--- src/rtl/uart_pkg.sv ---
// uart_pkg: frame encodings and TX state shared by the UART transmitter and receiver
package uart_pkg;
  typedef enum logic [1:0] {PAR_NONE = 2'b00, PAR_ODD = 2'b01, PAR_EVEN = 2'b10, PAR_RSVD = 2'b11} parity_e;
  localparam logic [2:0] DB_5 = 3'b000, DB_6 = 3'b001, DB_7 = 3'b010, DB_8 = 3'b011, DB_9 = 3'b100;
  typedef enum logic [2:0] {IDLE, START, DATA, PARITY, STOP} tx_state_e;
  // Reserved codes fall back to 8 data bits
  function automatic logic [3:0] data_bits_n(input logic [2:0] db);
    return db == DB_5 ? 4'd5 : db == DB_6 ? 4'd6 : db == DB_7 ? 4'd7 :
           db == DB_8 ? 4'd8 : db == DB_9 ? 4'd9 : 4'd8;
  endfunction
endpackage

--- src/rtl/uart_tx_if.sv ---
// uart_tx_if: valid/ready word handshake into the UART transmitter
interface uart_tx_if;
  logic [8:0] tx_data;
  logic       tx_valid;
  logic       tx_ready;
  modport master (output tx_data, tx_valid, input tx_ready);
  modport slave  (input tx_data, tx_valid, output tx_ready);
endinterface

--- src/rtl/uart_baud_tick.sv ---
// uart_baud_tick: one-clk tick every max(divisor>>4,1) clocks, restartable
module uart_baud_tick (
  input  logic        clk,
  input  logic        rst_n,
  input  logic [15:0] divisor,
  input  logic        restart,
  output logic        tick
);
  logic [15:0] cnt_q, cnt_d, tp, tp_m1;
  assign tp = divisor >> 4;
  assign tp_m1 = tp == 16'd0 ? 16'd0 : tp - 16'd1;
  assign tick = cnt_q == 16'd0;
  always_comb cnt_d = restart || tick ? tp_m1 : cnt_q - 16'd1;
  always_ff @(posedge clk or negedge rst_n)
    if (!rst_n) cnt_q <= '0;
    else cnt_q <= cnt_d;
endmodule

--- src/rtl/uart_tx.sv ---
// uart_tx: UART serialiser (start, 5-9 data LSB-first, optional parity, 1-2 stop)
module uart_tx (
  input  logic        clk,
  input  logic        rst_n,
  input  logic        tx_en,
  input  logic [1:0]  parity,
  input  logic [2:0]  data_bits,
  input  logic        stop_bit,
  input  logic [15:0] tx_divisor,
  uart_tx_if.slave    bus,
  output logic        tx,
  output logic        tx_busy,
  output logic        tx_done
);
  import uart_pkg::*;
  tx_state_e   state_q, state_d;
  logic [8:0]  shift_q, shift_d, masked;
  logic [3:0]  nbits_q, nbits_d, bit_q, bit_d, tick_cnt_q, tick_cnt_d, n_new;
  logic        par_en_q, par_en_d, par_bit_q, par_bit_d, stop2_q, stop2_d;
  logic [15:0] div_q, div_d;
  logic        tx_q, tx_d, busy_q, busy_d, done_q, done_d;
  logic        accept, tick, bit_end;
  assign bus.tx_ready = tx_en && state_q == IDLE;
  assign accept = bus.tx_valid && bus.tx_ready;
  assign n_new = data_bits_n(data_bits);
  assign masked = bus.tx_data & ~(9'h1FF << n_new);
  assign bit_end = tick && tick_cnt_q == 4'd15;
  assign tx = tx_q;
  assign tx_busy = busy_q;
  assign tx_done = done_q;
  // The tick generator is restarted with the incoming divisor so the start bit is a full BP
  uart_baud_tick u_tick (.clk, .rst_n, .divisor(accept ? tx_divisor : div_q), .restart(accept), .tick);
  always_comb begin
    state_d = state_q;
    shift_d = shift_q;
    nbits_d = nbits_q;
    bit_d = bit_q;
    par_en_d = par_en_q;
    par_bit_d = par_bit_q;
    stop2_d = stop2_q;
    div_d = div_q;
    tx_d = tx_q;
    busy_d = busy_q;
    done_d = 1'b0;
    tick_cnt_d = tick ? tick_cnt_q + 4'd1 : tick_cnt_q;
    case (state_q)
      IDLE: if (accept) begin
        state_d = START;
        shift_d = masked;
        nbits_d = n_new;
        par_en_d = parity == PAR_ODD || parity == PAR_EVEN;
        par_bit_d = parity == PAR_ODD ? ~^masked : ^masked;
        stop2_d = stop_bit;
        div_d = tx_divisor;
        tick_cnt_d = '0;
        bit_d = '0;
        tx_d = 1'b0;
        busy_d = 1'b1;
      end
      START: if (bit_end) begin
        state_d = DATA;
        tx_d = shift_q[0];
      end
      DATA: if (bit_end) begin
        if (bit_q == nbits_q - 4'd1) begin
          state_d = par_en_q ? PARITY : STOP;
          tx_d = par_en_q ? par_bit_q : 1'b1;
          bit_d = '0;
        end else begin
          shift_d = shift_q >> 1;
          tx_d = shift_q[1];
          bit_d = bit_q + 4'd1;
        end
      end
      PARITY: if (bit_end) begin
        state_d = STOP;
        tx_d = 1'b1;
      end
      STOP: if (bit_end) begin
        if (bit_q[0] == stop2_q) begin
          state_d = IDLE;
          busy_d = 1'b0;
          done_d = 1'b1;
        end else bit_d = bit_q + 4'd1;
      end
      default: state_d = IDLE;
    endcase
  end
  always_ff @(posedge clk or negedge rst_n)
    if (!rst_n) begin
      state_q <= IDLE;
      shift_q <= '0;
      nbits_q <= '0;
      bit_q <= '0;
      tick_cnt_q <= '0;
      par_en_q <= 1'b0;
      par_bit_q <= 1'b0;
      stop2_q <= 1'b0;
      div_q <= '0;
      tx_q <= 1'b1;
      busy_q <= 1'b0;
      done_q <= 1'b0;
    end else begin
      state_q <= state_d;
      shift_q <= shift_d;
      nbits_q <= nbits_d;
      bit_q <= bit_d;
      tick_cnt_q <= tick_cnt_d;
      par_en_q <= par_en_d;
      par_bit_q <= par_bit_d;
      stop2_q <= stop2_d;
      div_q <= div_d;
      tx_q <= tx_d;
      busy_q <= busy_d;
      done_q <= done_d;
    end
endmodule

--- src/flat_wrapper.sv ---
// flat-port wrapper written by rule: the top's interface ports become plain ports
module uart_tx_flat import uart_pkg::*;
  (clk, rst_n, tx_en, parity, data_bits, stop_bit, tx_divisor, tx, tx_busy, tx_done, bus_tx_data, bus_tx_valid, bus_tx_ready);
  uart_tx_if bus_i ();
  input  logic clk;
  input  logic rst_n;
  input  logic tx_en;
  input  logic [1:0] parity;
  input  logic [2:0] data_bits;
  input  logic stop_bit;
  input  logic [15:0] tx_divisor;
  output logic tx;
  output logic tx_busy;
  output logic tx_done;
  input wire logic [$bits(bus_i.tx_data)-1:0] bus_tx_data;
  input wire logic [$bits(bus_i.tx_valid)-1:0] bus_tx_valid;
  output wire logic [$bits(bus_i.tx_ready)-1:0] bus_tx_ready;
  assign bus_i.tx_data = bus_tx_data;
  assign bus_i.tx_valid = bus_tx_valid;
  assign bus_tx_ready = bus_i.tx_ready;
  uart_tx u_core (.clk(clk), .rst_n(rst_n), .tx_en(tx_en), .parity(parity), .data_bits(data_bits), .stop_bit(stop_bit), .tx_divisor(tx_divisor), .bus(bus_i), .tx(tx), .tx_busy(tx_busy), .tx_done(tx_done));
endmodule
--- config.mk ---
export PLATFORM = sky130hd
export DESIGN_NAME = uart_tx_flat
export DESIGN_NICKNAME = d
export VERILOG_FILES = /design/src/rtl/uart_pkg.sv /design/src/rtl/uart_tx_if.sv /design/src/rtl/uart_baud_tick.sv /design/src/rtl/uart_tx.sv /design/src/flat_wrapper.sv
export SDC_FILE = /design/constraint.sdc
export NUM_CORES = 1
export LEC_CHECK = 0
export CAP_MARGIN = 20
export CORE_MARGIN = 5
export CORE_UTILIZATION = 25
export DETAILED_ROUTE_END_ITERATION = 7
export SETUP_SLACK_MARGIN = 0.02
export SLEW_MARGIN = 20
export SYNTH_ARGS = -nofsm -noshare
export SYNTH_HDL_FRONTEND = slang
export SYNTH_SLANG_ARGS = --single-unit
--- constraint.sdc ---
create_clock -name clk -period 7.6 [get_ports clk]
set_input_delay 0.76 -clock clk [delete_from_list [all_inputs] [get_ports clk]]
set_output_delay 0.76 -clock clk [all_outputs]
set_load 0.1 [all_outputs]
### Yosys cells after proc, flatten, opt, wreduce, memory -nomap -nowiden

Cells that the tools add are included.

| storage, ports and cells | value |
|---|---|
| register bits after elaboration | 62 |
| output and inout bits | 4 |
| word-level logic and storage cells | 110 |

| cells by class | value |
|---|---|
| add/subtract/negate cells | 5 |
| eq/ne operators | 22 |
| shift operators | 1 |
| mux-type cells | 45 |
| bitwise logic cells | 2 |
| reductions and logical operators | 21 |

Operators by type and width:

| cell | number |
|---|---|
| $mux 16 | 3 |
| $mux 4 | 12 |
| $logic_not 16->1 | 2 |
| $mux 9 | 3 |
| $mux 3 | 8 |
| $pmux 9 s2 | 1 |
| $sub 16x1->16 const B | 1 |
| $pmux 3 s5 | 1 |
| $mux 1 | 14 |
| $ne 2x1->1 const B | 7 |
| $sub 12x1->13 const B | 1 |
| $eq 3x2->1 const B | 4 |
| $pmux 4 s3 | 1 |
| $reduce_and 5->1 | 2 |
| $and 9x9->9 | 1 |
| $not 9->9 | 1 |
| $reduce_xnor 9->1 | 1 |
| $reduce_xor 9->1 | 1 |
| $shl 9x4->9 const A | 1 |
| $add 4x1->4 const B | 2 |
| $reduce_and 4->1 | 2 |
| $reduce_and 7->1 | 1 |
| $eq 3x1->1 const B | 2 |
| $eq 3x3->1 const B | 2 |
| other kinds (16) | 22 |

### Longest topological paths before layout

| depth | value |
|---|---|
| word-level depth | 11 |
| gate-level depth with buffers | 13 |
| mapped depth without buffers | 10 |

### Hierarchy

From an unflattened synthesis, not the netlist that was laid out.

| unflattened totals | value |
|---|---|
| cells, all modules | 349 |
| area, all modules | 3742.3 um2 |

By module, submodules not included:

| module | times used | cells each | area each (um2) | sequential area each (um2) |
|---|---|---|---|---|
| uart_tx | 1 | 229 | 2570.0 | 1152.4 |
| uart_baud_tick | 1 | 120 | 1172.4 | 400.4 |

### Worst setup path after synthesis

Ideal clock, no wire load.

| timing path | value |
|---|---|
| kind | in2reg |
| from | input tx_en |
| to | register u_core.u_tick.cnt_q[6] |
| library setup time | 124 ps |
| data arrival time | 3655 ps |
| data required time | 7476 ps |
| setup slack | 3821 ps |
| stages on the path | 10 |
| path buffers | 2 |
| cell sequence | nor4b_4 -> nand2_2 -> buf_6 -> buf_6 -> mux2i_1 -> ha_1 -> o21ai_0 -> o21bai_2 -> inv_1 -> o31ai_1 |

| between the ends | value |
|---|---|
| word-level cells in the longest chain between the ends | 6 |

Ends and longest elaborated chain:

| element | RTL line | text |
|---|---|---|
| from (decl) | flat_wrapper.sv:7 | `input logic tx_en;` |
| $logic_and 1x1->1 * | uart_tx.sv:23 | `assign bus.tx_ready = tx_en && state_q == IDLE;` |
| $logic_and 1x1->1 * | uart_tx.sv:24 | `assign accept = bus.tx_valid && bus.tx_ready;` |
| $mux 16 | uart_tx.sv:32 | `uart_baud_tick u_tick (.clk, .rst_n, .divisor(accept ? tx_divisor : div_q), .restart(accept), .tick);` |
| $sub 12x1->13 or $logic_not 16->1 (tied branches) | uart_baud_tick.sv:11 | `assign tp_m1 = tp == 16'd0 ? 16'd0 : tp - 16'd1;` |
| $mux 16 | uart_baud_tick.sv:11 |  |
| $mux 16 * | uart_baud_tick.sv:13 | `always_comb cnt_d = restart \|\| tick ? tp_m1 : cnt_q - 16'd1;` |
| named net u_core.u_tick.cnt_d[6] | uart_baud_tick.sv:9 | `logic [15:0] cnt_q, cnt_d, tp, tp_m1;` |
| to (signal assigned) | uart_baud_tick.sv:16 | `else cnt_q <= cnt_d;` |
| to (decl) | uart_baud_tick.sv:9 |  |

Mark *: on every way through the listed nets, which the timed path passes. The rest lies on a longest branch.
A chain may end at the register's enable or synchronous reset.

### Worst setup path in the final report

| timing path | value |
|---|---|
| from | input tx_en |
| to | output bus_tx_ready |

| between the ends | value |
|---|---|
| word-level cells in the longest chain between the ends | 1 |

Ends and longest elaborated chain:

| element | RTL line | text |
|---|---|---|
| $logic_and 1x1->1 | uart_tx.sv:23 |  |
| to (decl) | flat_wrapper.sv:17 | `output wire logic [$bits(bus_i.tx_ready)-1:0] bus_tx_ready;` |

Every way passes these cells.

==> impl_metrics.toml <==
[run_status]
status = "finished clean"

[synth]
netlist.area_leader.share_pct = 41.90
synth_most_common_cell = "dfrtp_1"
syn_nets = 412
synth_commonest_cells = "dfrtp_1 (57), nand2_1 (56), nor2_1 (27)"
synth_ff_type = "dfrtp_1"
synth_top_cell_by_area = "dfrtp_1"
synthTopCellsByArea = "dfrtp_1 (42%), nand2_1 (6.2%), xnor2_1 (5.9%)"
yosysSeqAreaShare_pct = 42.67
synth-edff-count = 0
syn-instance-count = 371
yosysUniqueCellTypes = 61
postSynth.asyncResetShare_pct = 100.0
syn_area_per_cell_um2 = 9.177
synth_area_um2 = 3405
yosys_warnings = 0
ys_ff_latch = 58

[timing]
hold_viol_final = 0
timing.final.crit_share_pct = 49.42
tns_ps = 0
timing.final.max_slew_violations = 0
slew_headroom_pct = 33.71
clock_skew_ps = 10.67
setup_ws_ps = 3844
tightestPinTransition_ps = 991.3
fin_crit_ps = 3756
fmax_ghz = 0.2662
setup_viol = 0
rsz0062_at_grt = "no"

[route]
vias = 2773
drt_iter0_drc = 150
ant_nets = 0
wire_per_inst_um = 13.86
wl_um = 8093
drc = 0
via_per_inst = 4.748
dr.pass1.iters = 4

[power_and_ir_drop]
p_int_mw = 0.9095
p_clk_share_pct = 28.6
power.density_nw_per_um2 = 340.2
power_switching_mw = 0.5111
power_frac_comb_pct = 33.1
swShare_pct = 35.98
peakVddDrop_uv = 141.1
power_frac_seq_pct = 38.3
power.leakage_nw = 1.688

[finish]
fill_cells = 1389
diodes = 0
drive_gt1_share_pct = 10.05
post-route-util_pct = 31.40
multi_input_area_um2 = 1783
final_cells = 584
num-nets-final = 444
area_delta_synth_final_pct = 22.64
seq_area_um2 = 1453

[die]
initial_utilization_pct = 25.61
die_w_um = 126.7
rows = 42
io_pins = 39
core_area_um2 = 13300
die_h_um = 126.7
die_area_um2 = 16050

[placed_design]
globalplace.congestion = 0.7988
portBuffers = 34
placedCellCount = 568
place_hpwl_um = 5865
detailedPlace.worstSlack_ps = 3586

[global_routing]
grt_most_used_layer = "met2"
grt-ovfl-total = 0
grt_pass1_wl_um = 13850
antenna_found_initial = 0
grt_usage_pct = 10.49
met3_usage_pct = 2.396
grt_util_met2_pct = 18.06
use_met1_pct = 13.30
grt_pass1_vias = 2844
grt_max_degree = 59

[clock_tree]
clk_pin_slew_ps = 50
root_buffer = "clkbuf_16"
cts_tree = "yes"
cts-buffers-inserted = 9
htree_num_levels = 3
clock_sinks = 58
cts.path.max_buffers = 2
cts_resized = 0
clk_latency_ps = 320
cts_hold_buffers = 0
cts_setup_buffers = 0

[setup_path]
endpoint = "bus_tx_ready"
crit_chain = "clkdlybuf4s50_1, nor4b_4, clkdlybuf4s50_1"
crit_start = "tx_en"
worstReg2RegStart = "u_core.state_q[0]"
crit_type = "in2out"
r2r_cells = 8
worst_setup_path_start_kind = "primary input"
worstPathMaxFanout = 9
r2r_slack_ps = 4240
critical_path.slowest_cell = "clkdlybuf4s50_1"
worstPathRequired_ps = 6840
crit_path_end_kind = "output port"
r2r_end = "u_core.u_tick.cnt_q[4]"
arrival_ps = 3000
slowest_delay_ps = 1240
cpMostUsedCell = "clkdlybuf4s50_1"

[worst_hold_path]
min_from = "u_core.par_bit_q"
hp-class = "reg2reg"

[flow_run]
drv_cap = 0
[flip-flops by register name, summed over array words and instances (netlist names), 3 cells and up]
name                 count
u_core.shift_q           9
u_core.tick_cnt_q        4
u_core.state_q           3
u_core.bit_q             4
u_core.div_q            12
u_core.nbits_q           4
u_core.u_tick.cnt_q     16
[worst min path at each step]
stage                             to  slack, ps  cells past startpoint
floorplan           u_core.par_bit_q        440                      2
global placement    u_core.par_bit_q        460                      2
detailed placement  u_core.par_bit_q        470                      2
CTS                 u_core.par_bit_q        490                      2
global route         u_core.div_q[5]        520                      2
finish              u_core.par_bit_q        490                      2
[per-layer routing]
metal,vias up,routed length (µm)
met1,1349,3725
met5,-,0
li1,1370,-
met4,0,45
met3,4,259
met2,50,4063
[power by group through the flow]
stage                     registers (mW)  clock network [mW]  logic [mW]
final                              0.544               0.406       0.471
after global routing               0.561               0.429       0.538
after CTS                          0.542               0.418       0.475
after detailed placement           0.546                   0       0.472
after global placement             0.539                   0       0.456
after floorplan                    0.515                   0       0.385
[final cells by class]
cell class                      count  share of cell area [%]
Sequential cell                    58                   34.79
Clock buffer                       10                   5.724
Timing Repair Buffer               36                   8.391
Tap cell                          176                   5.274
Inverter                           17                   1.528
Clock inverter                      6                   1.588
Multi-Input combinational cell    281                   42.70
[worst max-delay path: cells and delay by family]
family,cells,cell delay (ps)
buffers and inverters,2,1740
AND/OR/NAND/NOR,1,490
[per-stage QoR]
step / total power, mW / hold slack, ps / cell area (µm²)
global route: 1.527 / 515.4 / 4175
global placement: 0.9946 / 457.4 / 3865
floorplan: 0.9005 / 441.3 / 3405
finish: 1.421 / 488.9 / 4175
detailed placement: 1.019 / 474.9 / 3865
CTS: 1.436 / 487.8 / 4170
[placed cells by master, fill, tap and decap left out, types with 10 or more instances in the layout]
cell type and n:
inv_1 17, nor4_1 12, dfrtp_1 57, xnor2_1 23, xor2_1 12, a21oi_1 20
clkdlybuf4s50_1 33, nor2_1 27, nor3_1 10, nand2_1 56, o21ai_0 23
[kinds of logic (layout without fill, tap and decap cells)]
| logic type | Yosys count | count (layout) | synth area share, % |
|---|---|---|---|
| DFF | 58 | 58 | 42.67 |
| xor gates and xnor gates | 35 | 35 | 9.004 |
| buffers and inverters | 32 | 69 | 5.108 |
| AOI/OAI and AO/OA | 79 | 79 | 15.18 |
| muxes | 9 | 9 | 2.793 |
| and+or+nand+nor | 152 | 152 | 23.04 |
| adders and majority gates | 6 | 6 | 2.205 |
Power figures use the tool's default switching activity.
